## config.mk

```make
export PLATFORM = sky130hd
export DESIGN_NAME = button_event_decoder_flat
export DESIGN_NICKNAME = d
export VERILOG_FILES = /design/src/rtl/button_event_decoder_if.sv /design/src/rtl/button_event_decoder.sv /design/src/flat_wrapper.sv
export SDC_FILE = /design/constraint.sdc
export NUM_CORES = 1
export LEC_CHECK = 0
export BUFFER_PORTS_ARGS = -buffer_cell sky130_fd_sc_hd__buf_4
export CAP_MARGIN = 10
export CORE_MARGIN = 5
export CORE_UTILIZATION = 30
export DETAILED_ROUTE_END_ITERATION = 16
export HOLD_SLACK_MARGIN = 0.1
export PLACE_DENSITY = 0.51
export REMOVE_ABC_BUFFERS = 1
export SLEW_MARGIN = 20
export SYNTH_ARGS = -nofsm -noshare
export SYNTH_HDL_FRONTEND = slang
export SYNTH_SLANG_ARGS = --single-unit
```

## constraint.sdc

```tcl
create_clock -name clk -period 2.5 [get_ports clk]
set_input_delay 0.75 -clock clk [delete_from_list [all_inputs] [get_ports clk]]
set_output_delay 0.75 -clock clk [all_outputs]
set_load 0.005 [all_outputs]
```

## src/rtl/button_event_decoder_if.sv

```systemverilog
// Button decoder signal bundle: debounced level and enable in, registered event pulses out.
// There is no valid/ready handshake; every pulse is a single-cycle strobe.
interface button_event_decoder_if;
  logic       btn_db;
  logic       en;
  logic       held;
  logic       press_pulse;
  logic       release_pulse;
  logic       click;
  logic       double_click;
  logic       long_press;
  logic       repeat_pulse;
  logic [2:0] dbg_state;

  modport master (
    output btn_db, en,
    input  held, press_pulse, release_pulse, click, double_click,
           long_press, repeat_pulse, dbg_state
  );

  modport slave (
    input  btn_db, en,
    output held, press_pulse, release_pulse, click, double_click,
           long_press, repeat_pulse, dbg_state
  );
endinterface

```

## src/rtl/button_event_decoder.sv

```systemverilog
// Classifies a debounced button level into press/release/click/double-click/long-press/repeat pulses.
// One shared cycle counter times the hold, gap and repeat intervals; it clears on every state change.
module button_event_decoder #(
  parameter int LONG_CYC   = 25_000_000,
  parameter int REPEAT_CYC = 5_000_000,
  parameter int DBL_CYC    = 12_500_000,
  parameter int CNT_W      = 25
) (
  input  logic                  clk,
  input  logic                  rst,
  button_event_decoder_if.slave bus
);

  typedef enum logic [2:0] {
    IDLE   = 3'd0,
    PRESS1 = 3'd1,
    GAP    = 3'd2,
    PRESS2 = 3'd3,
    LONG   = 3'd4
  } state_t;

  localparam logic [CNT_W-1:0] LONG_LIM = CNT_W'(LONG_CYC - 1);
  localparam logic [CNT_W-1:0] REP_LIM  = CNT_W'(REPEAT_CYC - 1);
  localparam logic [CNT_W-1:0] DBL_LIM  = CNT_W'(DBL_CYC - 1);

  state_t           state;
  logic [CNT_W-1:0] cnt;
  logic             btn_q;
  logic             rise;
  logic             fall;

  assign rise          = bus.btn_db & ~btn_q;
  assign fall          = ~bus.btn_db & btn_q;
  assign bus.held      = btn_q;
  assign bus.dbg_state = state;

  always_ff @(posedge clk or posedge rst) begin
    if (rst) begin
      btn_q             <= 1'b0;
      state             <= IDLE;
      cnt               <= '0;
      bus.press_pulse   <= 1'b0;
      bus.release_pulse <= 1'b0;
      bus.click         <= 1'b0;
      bus.double_click  <= 1'b0;
      bus.long_press    <= 1'b0;
      bus.repeat_pulse  <= 1'b0;
    end else begin
      btn_q             <= bus.btn_db;
      bus.press_pulse   <= bus.en & rise;
      bus.release_pulse <= bus.en & fall;
      bus.click         <= 1'b0;
      bus.double_click  <= 1'b0;
      bus.long_press    <= 1'b0;
      bus.repeat_pulse  <= 1'b0;

      if (!bus.en) begin
        state <= IDLE;
        cnt   <= '0;
      end else begin
        case (state)
          IDLE: begin
            cnt <= '0;
            if (rise) state <= PRESS1;
          end
          PRESS1: begin
            if (fall) begin
              state <= GAP;
              cnt   <= '0;
            end else if (cnt == LONG_LIM) begin
              state          <= LONG;
              cnt            <= '0;
              bus.long_press <= 1'b1;
            end else begin
              cnt <= cnt + CNT_W'(1);
            end
          end
          GAP: begin
            // A rise on the expiry cycle still counts as the second press.
            if (rise) begin
              state <= PRESS2;
              cnt   <= '0;
            end else if (cnt == DBL_LIM) begin
              state     <= IDLE;
              cnt       <= '0;
              bus.click <= 1'b1;
            end else begin
              cnt <= cnt + CNT_W'(1);
            end
          end
          PRESS2: begin
            if (fall) begin
              state            <= IDLE;
              cnt              <= '0;
              bus.double_click <= 1'b1;
            end else if (cnt == LONG_LIM) begin
              // The earlier short press is reported as a click alongside the long press.
              state          <= LONG;
              cnt            <= '0;
              bus.click      <= 1'b1;
              bus.long_press <= 1'b1;
            end else begin
              cnt <= cnt + CNT_W'(1);
            end
          end
          LONG: begin
            if (fall) begin
              state <= IDLE;
              cnt   <= '0;
            end else if (cnt == REP_LIM) begin
              cnt              <= '0;
              bus.repeat_pulse <= 1'b1;
            end else begin
              cnt <= cnt + CNT_W'(1);
            end
          end
          default: begin
            state <= IDLE;
            cnt   <= '0;
          end
        endcase
      end
    end
  end

endmodule
```

## src/flat_wrapper.sv

```systemverilog
// flat-port wrapper written by rule: the top's interface ports become plain ports
module button_event_decoder_flat 
#(
  parameter int LONG_CYC   = 25_000_000,
  parameter int REPEAT_CYC = 5_000_000,
  parameter int DBL_CYC    = 12_500_000,
  parameter int CNT_W      = 25
)
  (clk, rst, bus_btn_db, bus_en, bus_held, bus_press_pulse, bus_release_pulse, bus_click, bus_double_click, bus_long_press, bus_repeat_pulse, bus_dbg_state);
  button_event_decoder_if bus_i ();
  input  logic clk;
  input  logic rst;
  input wire logic [$bits(bus_i.btn_db)-1:0] bus_btn_db;
  input wire logic [$bits(bus_i.en)-1:0] bus_en;
  output wire logic [$bits(bus_i.held)-1:0] bus_held;
  output wire logic [$bits(bus_i.press_pulse)-1:0] bus_press_pulse;
  output wire logic [$bits(bus_i.release_pulse)-1:0] bus_release_pulse;
  output wire logic [$bits(bus_i.click)-1:0] bus_click;
  output wire logic [$bits(bus_i.double_click)-1:0] bus_double_click;
  output wire logic [$bits(bus_i.long_press)-1:0] bus_long_press;
  output wire logic [$bits(bus_i.repeat_pulse)-1:0] bus_repeat_pulse;
  output wire logic [$bits(bus_i.dbg_state)-1:0] bus_dbg_state;
  assign bus_i.btn_db = bus_btn_db;
  assign bus_i.en = bus_en;
  assign bus_held = bus_i.held;
  assign bus_press_pulse = bus_i.press_pulse;
  assign bus_release_pulse = bus_i.release_pulse;
  assign bus_click = bus_i.click;
  assign bus_double_click = bus_i.double_click;
  assign bus_long_press = bus_i.long_press;
  assign bus_repeat_pulse = bus_i.repeat_pulse;
  assign bus_dbg_state = bus_i.dbg_state;
  button_event_decoder #(.LONG_CYC(LONG_CYC), .REPEAT_CYC(REPEAT_CYC), .DBL_CYC(DBL_CYC), .CNT_W(CNT_W)) u_core (.clk(clk), .rst(rst), .bus(bus_i));
endmodule
```

# == After elaboration in Yosys (flattened, before gate mapping) ==
# Cells that the tools add are included.
# word_totals
register_bits,35
input_bits,4
out_inout_bits,10
elab_cells,61
# classes
addsub,1
eq_ne,10
mux,32
bitwise,6
n_reduce_logical,3
# op_table
op,n
25-bit 2-to-1 mux,7
25-bit one-hot mux with 3 select lines,1
25-bit by 1-bit adder with 25-bit output (second input constant),1
25-bit by 23-bit equality test with 1-bit output (second input constant),1
25-bit by 24-bit equality test with 1-bit output (second input constant),1
25-bit equality test (second input constant),1
3-bit 2-to-1 mux,8
3-bit one-hot mux with 5 select lines,1
1-bit 2-to-1 mux,14
3-bit by 2-bit equality test with 1-bit output (second input constant),2
3-bit by 2-bit != test with 1-bit output (second input constant),2
1-bit AND,4
4-bit by 2-bit != test with 1-bit output (second input constant),1
3-bit by 1-bit equality test with 1-bit output (second input constant),1
3-bit equality test (second input constant),1
3-bit zero test,1
3-bit AND reduction,1
1-bit NOT,2
1-bit one-hot mux with 2 select lines,1
2-bit OR reduction,1

# == Logic depth before layout (Yosys ltp) ==
# Gate-level depths: netlist of the first run.
# depth
word_depth,5
mapped_depth,7
mapped_depth_nobuf,6

# == Worst setup path before layout of the first run ==
# Ideal clock, no wire load.
# synth_path
path_type,flip-flop to flip-flop
startpoint,register u_core.cnt[0]
endpoint,register u_core.cnt[17]
setup_time_ps,122
t_arrival_ps,1973
required_ps,2378
setup_slack_ps,406
path_stages_with_launch,8
n_path_buf,1
period_less_slack_ps,2094
cell_sequence,dfrtp_1 > ha_1 > and4_1 > nand2_1 > or4_4 > a211oi_4 > buf_6 > nor3b_1
# synth_between
elab_chain_len,5
# synth_rtl
element,line_no,source
from (decl),button_event_decoder.sv:27,logic [CNT_W-1:0] cnt;
from (signal assigned),button_event_decoder.sv:75,cnt <= cnt + CNT_W'(1);
from (signal assigned),button_event_decoder.sv:88,cnt <= cnt + CNT_W'(1);
from (signal assigned),button_event_decoder.sv:103,cnt <= cnt + CNT_W'(1);
"25-bit by 1-bit adder with 25-bit output, or another cell as far along",--,
25-bit 2-to-1 mux (on tied branches),--,
25-bit 2-to-1 mux (on tied branches),"button_event_decoder.sv:107, button_event_decoder.sv:80, button_event_decoder.sv:92",
25-bit one-hot mux with 3 select lines *,button_event_decoder.sv:61,case (state)
25-bit 2-to-1 mux *,button_event_decoder.sv:57,if (!bus.en) begin
# Mark *: on every way between the ends. The rest lies on a longest branch, timed or not.
# A chain may end at the register's enable or synchronous reset.

# == Final worst setup path of the first run ==
# layout_path
startpoint,register u_core.cnt[0]
endpoint,register u_core.cnt[20]
# Same word-level chain as after synthesis.

==> results of run 1 <==
-- area by class of cell --
cell class                      instances  area [sq um]  area share
Sequential cell                        35           876       0.402
Multi-Input combinational cell        156           961       0.441
Clock buffer                            7          76.3      0.0351
Timing Repair Buffer                   17           140      0.0644
Inverter                                6          22.5      0.0103
Tap cell                               77          96.3      0.0443
Clock inverter                          1          5.00     0.00230
-- registers in the layout, summed over array words and instances (netlist names) --
signal / flops
u_core.bus.double_click: 1
u_core.bus.press_pulse: 1
u_core.bus.held: 1
u_core.bus.dbg_state: 3
u_core.bus.click: 1
u_core.cnt: 25
u_core.bus.release_pulse: 1
u_core.bus.long_press: 1
u_core.bus.repeat_pulse: 1
-- through the flow --
| stage | total power [mW] | cell area, sq um | hold slack (ns) | setup WS (ns) |
|---|---|---|---|---|
| after CTS | 1.05 | 2180 | 0.476 | 0.282 |
| final | 1.03 | 2180 | 0.465 | 0.284 |
| after global placement | 0.654 | 2100 | 0.460 | 0.317 |
| after detailed placement | 0.653 | 2100 | 0.467 | 0.294 |
| after global routing | 1.08 | 2180 | 0.489 | 0.112 |
| after floorplan | 0.621 | 1860 | 0.439 | 0.209 |
-- synth_stat cells --
cell	number
a211oi_1	1
a211oi_4	1
a21oi_1	3
and2_1	4
and3_1	1
and4_1	3
buf_1	1
buf_6	2
clkbuf_1	3
dfrtp_1	35
ha_1	1
inv_1	6
nand2_1	24
nand2b_1	3
nand3_1	11
nand3b_1	1
nand4_1	8
nor2_1	24
nor2b_1	2
nor3_1	12
nor3b_1	14
nor4_1	7
nor4b_1	1
nor4bb_1	3
o211a_1	1
o21a_1	2
o21ai_0	1
o22a_1	1
o311a_1	1
or4_1	2
or4_4	1
xnor2_1	13
xor2_1	10
-- logic make-up after synthesis --
| logic type | count (synthesis) | share of synthesized area |
|---|---|---|
| and+or+nand+nor | 121 | 0.346 |
| AOI/OAI and AO/OA | 11 | 0.0481 |
| buffers and inverters | 12 | 0.0317 |
| adders and majority gates | 1 | 0.00660 |
| DFF | 35 | 0.462 |
| xor gates and xnor gates | 23 | 0.106 |
-- report_power, final --
part / switching (mW) / internal, mW
combinational: 0.0402 / 0.0256
clock: 0.194 / 0.195
sequential: 0.00452 / 0.570
-- worst max-delay path: stages (launching register included) --
cell and delay, ns:
dfrtp_1 0.37, ha_1 0.23, and4_1 0.29, nand2_1 0.11
or4_4 0.54, a211oi_4 0.29, buf_12 0.21, nor3b_1 0.07
-- worst max-delay path by stage --
stage / start / endpoint
5_1_grt: u_core.cnt[0] / u_core.cnt[24]
4_1_cts: u_core.cnt[0] / u_core.cnt[20]
6_report: u_core.cnt[0] / u_core.cnt[20]
3_5_place_dp: u_core.cnt[0] / u_core.cnt[22]
3_3_place_gp: u_core.cnt[0] / u_core.cnt[17]
2_1_floorplan: u_core.cnt[0] / u_core.cnt[11]
-- layer usage --
layer,GRT usage,wire [microns],vias to the layer above
met2,0.167,1680,35
met1,0.162,2080,674
li1,-,-,747
met3,0.0258,218,5
met5,0,0,-
met4,0.0365,40,0
==> impl_metrics.yaml, run 1 <==
floorplanning:
  chipHeight_microns: 89.5
  start_util: 0.304
  die_w_microns: 89.5
  num_rows: 29
  io-pin-count: 14
  die_area_sq_um: 8010
  design.core.area_sq_um: 6240
logic_synthesis:
  synthCells: 203
  ys_types: 33
  yosys.area.top_type: "dfrtp_1"
  yosysTopAreaCellShare: 0.462
  postSynthAreaPerCell_sq_um: 9.34
  ys_warn_count: 0
  ys_ff_latch: 35
  synthTopCellsByArea: "dfrtp_1 46%, xnor2_1 6.0%, nor3b_1 5.5%"
  ys_seq_area_frac: 0.462
  syn_area_sq_um: 1900
worst_hold_path:
  hold_start: "u_core.cnt[0]"
  min_path_cells: 1
  hp-class: "flop to flop"
  min_to: "u_core.cnt[0]"
clock_network:
  post_cts_buffers: 0
  cts_inserted_buffers: 5
  cts.sink_count: 35
  htree_levels: 2
  cts_tree: "yes"
  clk_latency_ns: 0.28
  clockBufferDepth: 2
  cts.repair.resized: 0
  cts_hold_buf: 0
  clk_pin_slew_ns: 0.07
  root_buffer: "clkbuf_8"
critical_path:
  critPathMaxFanout: 25
  rr_endpoint: "u_core.cnt[20]"
  reg2reg_depth: 7
  crit_type: "flop to flop"
  r2r_slack_ns: 0.28
  required_ns: 2.66
  arrival_ns: 2.38
  startpoint_type: "flop"
  r2r-start: "u_core.cnt[0]"
  cp-end-kind: "flop"
sta:
  finalSetupViolCount: 0
  post-route-period-util: 0.886
  drv_slew: 0
  worstMarginPinSlew_ns: 0.549
  slew-limit-headroom: 0.631
  hold_viol_final: 0
  fmax_ghz: 0.451
  fin_skew_ns: 0.00348
  min_period_ns: 2.22
  rsz0062_at_grt: "no"
  tns_ns: 0
finish:
  fin_util: 0.349
  layout-drive-gt1-share: 0.113
  mostFrequentLayoutCells: "35 x dfrtp_1, 24 x nand2_1, 24 x nor2_1"
  diodes: 0
  final_nets: 226
  final_common_cell: "dfrtp_1"
  area_delta_synth_final_pct: 14.8
  stdcell_count: 299
  n_fill_cell: 659
grt:
  antenna_found_initial: 0
  grt_start_max_net_pins: 36
  grtUsageTotal: 0.113
  grt_overflow: 0
  grt_pass1_vias: 1436
  grt_pass1_wl_microns: 7080
detailed_routing:
  dr.pass1.iters: 4
  vias: 1461
  routed_wl_microns: 4020
  drcViolationCount: 0
  routed_via_density: 4.89
  drt-wirelength-per-cell_microns: 13.4
  drtIter0Drc: 51
  ant_nets: 0
placement:
  dpl.cell_count: 291
  place.gp.congestion: 0.770
  place_hpwl_microns: 2810
  port_buffers: 13
power:
  ir_drop_uv: 308
  p_per_area_nw_per_um2: 473
  cellLeakagePower_nw: 0.861
run:
  cap_violations: 0
run_status:
  status: "finished, final reports clean"
Power figures use the tool's default switching activity.
==> inputs of run 2 (changes only) <==
PLACE_DENSITY = 0.53   (was 0.51)
clock period = 1.85 ns   (was 2.5 ns; I/O delays follow)
==> impl_metrics.yaml, run 2 (synthesis results as in run 1) <==
detailed_routing:
  drtIter0Drc: 55
  dr.pass1.iters: 4
  routed_via_density: 4.76
  drcViolationCount: 0
  vias: 1675
  drt-wirelength-per-cell_microns: 13.7
  ant_nets: 0
  routed_wl_microns: 4810
clock_network:
  cts_inserted_buffers: 5
  clk_pin_slew_ns: 0.07
  htree_levels: 2
  clockBufferDepth: 2
  root_buffer: "clkbuf_8"
  clk_latency_ns: 0.29
  cts_tree: "yes"
  cts.sink_count: 35
finish:
  fin_util: 0.428
  layout-drive-gt1-share: 0.342
  final_nets: 280
  area_delta_synth_final_pct: 40.8
  regMostFlops: "u_core.cnt"
  mostFrequentLayoutCells: "66 x buf_4, 35 x dfrtp_1, 23 x nand2_1"
  largest_reg_flops: 25
  final_common_cell: "buf_4"
  diodes: 0
  fin_area_sq_um: 2670
sta:
  finalSetupViolCount: 25
  slew-limit-headroom: 0.699
  fin_skew_ns: 0.00490
  setup_slack_ns: -0.228
  min_period_ns: 2.08
  rsz0062_at_grt: "yes"
  tns_ns: -5.38
  fmax_ghz: 0.481
  drv_slew: 0
  hold_viol_final: 0
  worstMarginPinSlew_ns: 0.452
  post-route-period-util: 1.12
critical_path:
  required_ns: 2.02
  cp_slowest_stage_delay_ns: 0.56
  crit_family: "simple AND/OR/NAND/NOR gates"
  crit_chain: "nor4_2 > nand2_1 > or4_4 > a211oi_4 > buf_6 > buf_12 > nor3b_1"
  critPathSlowestCell: "or4_4"
  r2r_slack_ns: -0.23
  crit_type: "flop to flop"
  cp-end-kind: "flop"
  cp.buffers_inverters: 2
  startpoint_type: "flop"
  arrival_ns: 2.25
  critPathMaxFanout: 9
power:
  intPower_mw: 1.12
  p_clk_frac: 0.386
  cellLeakagePower_nw: 1.14
  netSwitchingFraction: 0.234
  ir_drop_uv: 208
  switchingPower_uw: 342
  finalPower_mw: 1.46
  p_seq_frac: 0.530
  power_frac_comb: 0.084
  p_per_area_nw_per_um2: 547
grt:
  grtUsageMet1: 0.178
  grt_overflow: 0
  grt_start_max_net_pins: 36
  use_met3: 0.0276
  grt_pass1_vias: 1696
  antenna_found_initial: 0
  met2_usage: 0.228
  grt.busiest_layer: "met2"
  grt_pass1_wl_microns: 8360
  grtUsageTotal: 0.138
floorplanning:
  chipHeight_microns: 89.5
  die_w_microns: 89.5
  start_util: 0.304
  num_rows: 29
  io-pin-count: 14
  design.core.area_sq_um: 6240
  die_area_sq_um: 8010
placement:
  place_ws_ns: -0.273
  port_buffers: 13
  place.gp.congestion: 0.759
  postPlaceCellArea_sq_um: 2450
  place_hpwl_microns: 3420
run_status:
  violations: "setup timing"
  status: "complete, but fails checks"
worst_hold_path:
  hp-class: "input port to asynchronous set/reset pin"
run:
  cap_violations: 0
-- run 2: cell type report --
cell class | count | area (sq um)
clock inverters | 1 | 5.00
flip-flops and latches | 35 | 876
well taps | 77 | 96.3
repair buffers | 71 | 561
inverters | 6 | 22.5
fillers | 649 | 3570
clock buffers | 6 | 82.6
multi-input cells | 156 | 1030
-- run 2: worst register-to-register path, delay by kind of cell, from the launching register on --
family / cells / cell delay [ns]
AOI/OAI and AO/OA: 1 / 0.27
buffers and inverters: 2 / 0.27
DFF: 1 / 0.40
and+or+nand+nor: 4 / 1.02
-- run 2: power by group through the flow --
stage,combinational (mW),clock [mW],sequential [mW]
2_1_floorplan,0.0492,0,0.790
3_3_place_gp,0.102,0,0.789
3_5_place_dp,0.103,0,0.789
4_1_cts,0.124,0.584,0.774
5_1_grt,0.133,0.617,0.775
6_report,0.122,0.563,0.774
-- run 2: per-stage QoR --
stage                     hold WS (ns)  std cells
after CTS                        0.386        349
final                            0.361        352
after detailed placement         0.532        338
after floorplan                  0.439        197
after global placement           0.518        338
after global routing             0.385        352
-- run 2: worst paths after layout --
kind                                from                  endpoint  depth (start not counted)
max in group asynchronous            rst            u_core.cnt[22]                          3
max reg2reg                u_core.cnt[9]            u_core.cnt[21]                          7
max                        u_core.cnt[9]            u_core.cnt[21]                          7
min                                  rst  u_core.bus.release_pulse                          3
min reg2reg                u_core.cnt[0]             u_core.cnt[0]                          2
min in group clk              bus_btn_db           u_core.bus.held                          1
-- run 2: repair_timing --
item / in CTS / in global routing
buffers inserted: 3 / 3
pin swaps: 4 / 6
hold buffers: 0 / 0
gates resized for setup: 12 / 10
setup endpoints to repair: 27 / 27
gates cloned: 1 / 1
endpoints found under the hold margin: 0 / 0
-- run 2: layer usage --
| metal | part of all wire | routed length [microns] |
|---|---|---|
| met4 | 0.016 | 79 |
| met1 | 0.46 | 2220 |
| met5 | 0 | 0 |
| met3 | 0.039 | 186 |
| met2 | 0.48 | 2320 |
==> inputs of run 3 (changes only) <==
PLACE_DENSITY = 0.46   (was 0.53)
SETUP_SLACK_MARGIN = 0.3   (was unset)
==> impl_metrics.yaml, run 3 (synthesis results as in run 1) <==
run_status:
  status: "complete, but fails checks"
  violations: "setup timing"
floorplanning:
  die_w_microns: 89.5
  design.core.area_sq_um: 6240
  start_util: 0.304
  io-pin-count: 14
  chipHeight_microns: 89.5
  num_rows: 29
  die_area_sq_um: 8010
sta:
  worstMarginPinSlew_ns: 0.457
  fin_skew_ns: 0.00646
  rsz0062_at_grt: "yes"
  drv_slew: 0
  setup_slack_ns: -0.215
  fmax_ghz: 0.484
  min_period_ns: 2.07
  finalSetupViolCount: 29
  post-route-period-util: 1.12
  hold_viol_final: 0
  slew-limit-headroom: 0.696
finish:
  mostFrequentLayoutCells: "67 x buf_4, 34 x dfrtp_1, 23 x nand2_1"
  fin_util: 0.447
  final_common_cell: "buf_4"
  final_nets: 285
  diodes: 0
  regMostFlops: "u_core.cnt"
  area_delta_synth_final_pct: 47.0
  largest_reg_flops: 25
  layout-drive-gt1-share: 0.388
critical_path:
  critPathSlowestCell: "or4_4"
  cp_common_cell: "buf_6"
  required_ns: 2.02
  arrival_ns: 2.24
  crit_type: "flop to flop"
  startpoint_type: "flop"
  critPathMaxFanout: 7
  cp_slowest_stage_delay_ns: 0.51
  crit_chain: "nor4b_2 > nand3_1 > or4_4 > a211oi_4 > buf_6 > buf_6 > nor3b_1"
  cp-end-kind: "flop"
power:
  cellLeakagePower_nw: 1.19
  p_per_area_nw_per_um2: 581
  ir_drop_uv: 338
run:
  cap_violations: 0
detailed_routing:
  drtIter0Drc: 86
  vias: 1687
  ant_nets: 0
  dr.pass1.iters: 4
  routed_via_density: 4.71
  drt-wirelength-per-cell_microns: 13.8
  routed_wl_microns: 4940
  drcViolationCount: 0
placement:
  port_buffers: 13
  place_hpwl_microns: 3450
  place_ws_ns: -0.298
  place.gp.congestion: 0.798
clock_network:
  cts.sink_count: 35
  root_buffer: "clkbuf_8"
  clockBufferDepth: 2
  clk_latency_ns: 0.28
  cts_tree: "yes"
  cts_inserted_buffers: 5
  clk_pin_slew_ns: 0.08
  htree_levels: 2
grt:
  grtUsageTotal: 0.136
  antenna_found_initial: 0
  grt_start_max_net_pins: 36
  grt_pass1_wl_microns: 8400
  grt_overflow: 0
  grt_pass1_vias: 1703
worst_hold_path:
  hp-class: "input port to asynchronous set/reset pin"
## run 3: cell count changes in the layout (fill, tap and decap cells not counted), sizes merged
cell / previous run / this run
buf: 71 / 76
bufinv: 0 / 1
## run 3: per-stage QoR
step	setup TNS [ns]	total power, mW	cell area [sq um]	hold WS, ns	cells
floorplan	-10.79	0.839	1860	0.439	197
global placement	-7.42	0.890	2480	0.526	342
detailed placement	-7.18	0.891	2480	0.522	342
CTS	-5.01	1.64	2740	0.390	357
global route	-6.85	1.69	2790	0.383	358
finish	-5.21	1.62	2790	0.376	358
## run 3: power by group
part / total, mW / switching (mW) / leakage [nW] / internal [mW]
Clock: 0.726 / 0.289 / 0.0612 / 0.436
Combinational: 0.118 / 0.0664 / 0.649 / 0.0511
Sequential: 0.776 / 0.00643 / 0.484 / 0.770
## run 3: final timing paths
kind / start / to / slack, ns / cells past startpoint
worst max-delay path: u_core.cnt[14] / u_core.cnt[0] / -0.22 / 7
worst min-delay path: rst / u_core.cnt[8] / 0.38 / 3
worst max register to register: u_core.cnt[14] / u_core.cnt[0] / -0.22 / 7
worst min register to register: u_core.cnt[0] / u_core.cnt[0] / 0.53 / 2
max in group asynchronous: rst / u_core.bus.dbg_state[0] / 1.14 / 3
min in group clk: bus_btn_db / u_core.bus.held / 0.40 / 1
## run 3: repair_timing
action | 4_1_cts | 5_1_grt
gates cloned | 2 | 0
gates resized for setup | 26 | 10
setup buffers | 5 | 1
endpoints found under the setup margin | 30 | 32
hold buffers | 0 | 0
pin swaps | 19 | 4
## run 3: layout make-up
| type | count | area, sq um |
|---|---|---|
| Timing Repair Buffer | 76 | 613 |
| Clock buffer | 6 | 82.6 |
| Tap cell | 77 | 96.3 |
| Fill cell | 639 | 3450 |
| Inverter | 6 | 22.5 |
| Multi-Input combinational cell | 156 | 1060 |
| Clock inverter | 2 | 35.0 |
| Sequential cell | 35 | 877 |
## run 3: worst max-delay path: cells and delay by family, from the launching register on
family | cells | cell delay [ns]
compound gates | 1 | 0.21
buf+inv | 2 | 0.28
flops | 1 | 0.42
simple gates | 4 | 1.03
## run 3: metal layers
metal	vias to the layer above	part of all wire	track usage
li1	861	-	-
met1	801	0.49	0.185
met2	21	0.47	0.220
met3	4	0.037	0.0313
met4	0	0.0073	0.0338
met5	-	0	0
